$ cat config.mk
export PLATFORM = sky130hd
export DESIGN_NAME = prbs_xnor_lfsr
export DESIGN_NICKNAME = d
export VERILOG_FILES = /design/src/rtl/prbs_pkg.sv /design/src/rtl/prbs_xnor_lfsr.sv
export SDC_FILE = /design/constraint.sdc
export NUM_CORES = 1
export LEC_CHECK = 0
export BUFFER_PORTS_ARGS = -buffer_cell sky130_fd_sc_hd__buf_2
export CAP_MARGIN = 20
export CELL_PAD_IN_SITES_DETAIL_PLACEMENT = 1
export CELL_PAD_IN_SITES_GLOBAL_PLACEMENT = 1
export CORE_AREA = 2 2 39 41
export CTS_BUF_LIST = sky130_fd_sc_hd__clkbuf_16
export CTS_CLUSTER_DIAMETER = 60
export DETAILED_ROUTE_END_ITERATION = 10
export DIE_AREA = 0 0 41 43
export PLACE_DENSITY_LB_ADDON = 0.1
export SLEW_MARGIN = 10
export SYNTH_ARGS = -nofsm -noshare
export SYNTH_HDL_FRONTEND = slang
export SYNTH_SLANG_ARGS = --single-unit
export TNS_END_PERCENT = 10
$ cat constraint.sdc
create_clock -name clk -period 1.3 [get_ports clk]
set_clock_uncertainty 0.2 [all_clocks]
set_input_delay 0.065 -clock clk [delete_from_list [all_inputs] [get_ports clk]]
set_output_delay 0.065 -clock clk [all_outputs]
set_load 0.02 [all_outputs]
$ cat src/rtl/prbs_pkg.sv
// Shared constants and state encoding for the XNOR-PRBS checker and its matching generator.
package prbs_pkg;

  typedef enum logic [1:0] {
    ST_SEED   = 2'd0,
    ST_VERIFY = 2'd1,
    ST_LOCKED = 2'd2
  } state_t;

  localparam int unsigned PRBS7_WIDTH  = 7;
  localparam int unsigned PRBS7_TAP_A  = 7;
  localparam int unsigned PRBS7_TAP_B  = 6;

  localparam int unsigned PRBS15_WIDTH = 15;
  localparam int unsigned PRBS15_TAP_A = 15;
  localparam int unsigned PRBS15_TAP_B = 14;

  localparam int unsigned BITCNT_W     = 32;

endpackage

$ cat src/rtl/prbs_xnor_lfsr.sv
// XNOR-feedback LFSR core: left shift with selectable insert bit (external data or own prediction).
module prbs_xnor_lfsr
  import prbs_pkg::*;
#(
  parameter int unsigned WIDTH = PRBS7_WIDTH,
  parameter int unsigned TAP_A = PRBS7_TAP_A,
  parameter int unsigned TAP_B = PRBS7_TAP_B
) (
  input  logic             clk,
  input  logic             rst,
  input  logic             i_shift_en,
  input  logic             i_sel_pred,
  input  logic             i_din,
  output logic             o_pred,
  output logic [WIDTH-1:0] o_next
);

  logic [WIDTH-1:0] r_sreg;
  logic             w_ins;

  assign o_pred = ~(r_sreg[TAP_A-1] ^ r_sreg[TAP_B-1]);
  assign w_ins  = i_sel_pred ? o_pred : i_din;
  assign o_next = {r_sreg[WIDTH-2:0], w_ins};

  always_ff @(posedge clk) begin
    if (rst) begin
      r_sreg <= '0;
    end else if (i_shift_en) begin
      r_sreg <= o_next;
    end
  end

endmodule

==> results.md <==
Finish:
- The filler cells instantiated in the layout total around 170.
- Once layout is complete, the utilization of the core stands at 0.331.
- The final-stage net count is between 40 and 50.
- In the final layout, the share of cells above drive strength 1 is 0.465.
- The final non-filler cell area is about 460 sq um.
- The repair_antennas step left the layout with diodes totalling 0.
- The flip-flop count of the largest register after layout is 7.
- The register with the most flip-flops in the final layout is r_sreg.
- The layout overhead on the synthesized area is 41.9%.
- In the final layout, the registers with the most flip-flops are r_sreg (7).

Logic synthesis:
- Yosys instantiated no cell more often than nor2_1.
- For this run, the number of Yosys warnings is 0.
- Synthesis handed over a netlist of 33 instances.
- The number of enable-type register cells in the synthesized netlist is 0.
- The number of different library cells used by synthesis comes to 9.
- After synthesis, the mean cell area works out to between 9 and 10 sq um.
- For this run, the register share of the synthesized area comes to 0.434.
- Synthesis produced a netlist with a net count of 38.
- The synthesized design contains 7 register bits.
- The share of synthesized area in the top cell type comes to 0.434.
- The leading register cell type out of synthesis is dfxtp_1.
- The proportion of register bits with asynchronous set or reset after synthesis is 0.
- Yosys attributes the largest share of cell area to dfxtp_1 43%, mux2i_1 19%, buf_4 16%, nor2_1 9.3%, mux2_4 4.7%.
- The mapped netlist covers around 320 sq um.
- The synthesized design spends more area on one cell type than any other, namely dfxtp_1.
- In the synthesized netlist, the cells that appear most often are 8 x nor2_1, 7 x buf_4, 7 x dfxtp_1.

Floorplanning:
- The die covers 1760 sq um.
- After floorplanning, the core was sized to cover 1380 sq um.
- The initial core utilization is 0.233.
- The count of standard-cell rows is 14.
- The horizontal die dimension is between 40 and 50 um.
- The die height is about 43 um.
- The number of top-level pins is 13.

Job:
- The number of max-capacitance violations reported is 0.

Detailed routing:
- The post-detailed-route via-to-cell ratio is roughly 3.9.
- The aggregate routed wire length is a little under 600 um.
- The number of iterations in the first detailed-routing pass is 3.
- After detailed routing, the number of remaining DRC violations is 0.
- The starting DRC count in detailed routing is 2.
- The average routed wire per standard cell is between 9 and 10 um.
- In this run the remaining antenna-violating nets after routing total 0.
- Summing over every cut layer, the via total after detailed routing is about 230.

Clocking:
- Clock latency on the worst-skew pair, taken at its later pin, is ~230 ps.
- After clock tree synthesis, the clock-pin slew on the worst setup and hold paths is 40 ps.
- The number of H-tree branching levels is 1.
- The cell sitting at the root of the clock tree is a clkbuf_16.
- The number of sinks handled by clock tree synthesis is 7.
- The deepest clock path buffer count is 2.
- The CTS tree is done.
- The number of hold buffers added after CTS is 1.
- The clock buffer count from CTS is 3.

Timing:
- The peak clock frequency supported by timing is approximately 0.74 GHz.
- Measured against its own limit, the worst slew margin works out to 0.855.
- The slew at the pin closest to its max-slew limit is 217 ps.
- The final critical-path required period is around 1300 ps.
- Setup violations remaining at the end of the flow were counted as 1.
- The share of the clock period used by the worst path is 1.03.
- The post-layout worst setup margin is -43.4 ps.
- The final number of max-transition violations was 0.
- Setup repair after global routing could not meet its margin everywhere.
- The number of hold violations in the final report is 1.
- The tightest hold margin is -19.5 ps.

Worst setup path:
- The critical path's top delay family is flip-flops.
- The buffers plus inverters on the worst setup path is 1.
- STA puts the critical path data required time at approximately 1000 ps.
- The arrival time of data at the critical path endpoint is 1080 ps.
- By startpoint and endpoint, the worst setup path is classified as flip-flop to output port.
- The kind of launch point of the worst setup path is a flip-flop.
- The kind of end point of the critical path is an output port.
- The maximum fanout encountered on the critical timing path is 2.
- The largest stage delay on the critical path is ~320 ps.
- The master of the slowest instance on the critical path is dfxtp_2.
- The critical path goes through xnor2_2 -> mux2_4 -> buf_6.

Outcome:
- The checks that failed: negative hold slack, negative setup slack.
- The flow ran to the end, but the final reports show violations.

Placed design:
- Prior to clock tree synthesis, the placed netlist has a worst setup slack of ~97 ps.
- The placed standard-cell area is 360 sq um.
- The number of buffers inserted by port buffering is 12.
- The congestion estimate from routability-driven global placement came to 0.596.

Power and ir drop:
- The leakage power total is roughly 0.23 nW.
- Overall power consumption after layout is estimated at roughly 0.00079 W.
- The peak supply drop is around 0.75 mV.
- The power density over the cells is 1720 nW/um^2.

GRT:
- Across every metal layer, demand over resource in global routing totals 0.0784.
- The via count of the first global-routing pass came to 199.
- Entering global routing, the biggest net connects 9 pins.
- After global routing the overflow that remains totals 0.
- The number of antenna violations at the first check in global routing is 0.
- The first global-routing pass estimated 814 um of wire.

Min path:
- The class of the most critical hold timing path is input port to flip-flop.
## metrics by stage
stage / std cells / setup TNS (ps)
6_report: 59 / -43.4
4_1_cts: 59 / -53.4
2_1_floorplan: 33 / 0
3_3_place_gp: 54 / 0
3_5_place_dp: 54 / 0
5_1_grt: 59 / -77.1
## kinds of logic after synthesis
kind of cell	Yosys count	synth area share
buffers and inverters	9	0.190
AOI/OAI and AO/OA	1	0.0233
DFF	7	0.434
and+or+nand+nor	8	0.0930
xor gates and xnor gates	1	0.0271
muxes	7	0.233
## repair_timing
| item | 4_1_cts | 5_1_grt |
|---|---|---|
| gates resized for setup | 4 | 0 |
| endpoints found under the setup margin | 1 | 1 |
| buffers inserted | 0 | 0 |
| pin swaps | 1 | 0 |
| hold endpoints to repair | 7 | 1 |
## power breakdown
part | internal [W] | switching (W)
clock network | 0.000400 | 0.000112
logic | 0.0000235 | 0.0000256
registers | 0.000221 | 0.00000364
## routing by layer
metal / vias up / track usage / part of all wire / wire length, um
met5: - / 0 / 0 / 0
met4: 0 / 0.0800 / 0.028 / 16
met1: 106 / 0.0806 / 0.39 / 224
met2: 8 / 0.100 / 0.50 / 292
met3: 2 / 0.0471 / 0.081 / 47
li1: 117 / - / - / -
## placed cells by master, fill, tap and decap left out, drive strengths merged
cell / synthesis / final
dfxtp: 7 / 7
buf: 8 / 13
o21a: 1 / 1
inv: 1 / 2
xnor2: 1 / 1
mux2i: 6 / 6
nor2: 8 / 8
clkbuf: 0 / 3
dlygate4sd3: 0 / 1
mux2: 1 / 1
## path summary, 6_finish.rpt
check / from / to / slack [ps] / depth (start not counted)
max: r_sreg[5]$_SDFFE_PP0P_ / o_next[0] / -40 / 3
max reg2reg: r_sreg[5]$_SDFFE_PP0P_ / r_sreg[0]$_SDFFE_PP0P_ / 110 / 3
min reg2reg: r_sreg[4]$_SDFFE_PP0P_ / r_sreg[5]$_SDFFE_PP0P_ / 320 / 2
min: i_din / r_sreg[0]$_SDFFE_PP0P_ / -20 / 3
## worst register-to-register path: stages, from the launching register on
cell     delay (ps)
dfxtp_2         320
xnor2_2         130
mux2_4          270
o21a_1          160
## area by class of cell
type | count | area [sq um] | area share
sequential | 7 | 143 | 0.311
multi-input combinational | 17 | 129 | 0.281
tap | 16 | 20.0 | 0.0437
clock buffer | 3 | 75.1 | 0.164
clock inverter | 1 | 3.75 | 0.00820
inverter | 1 | 3.75 | 0.00820
timing repair buffer | 14 | 83.8 | 0.183
Power figures use the tool's default switching activity.
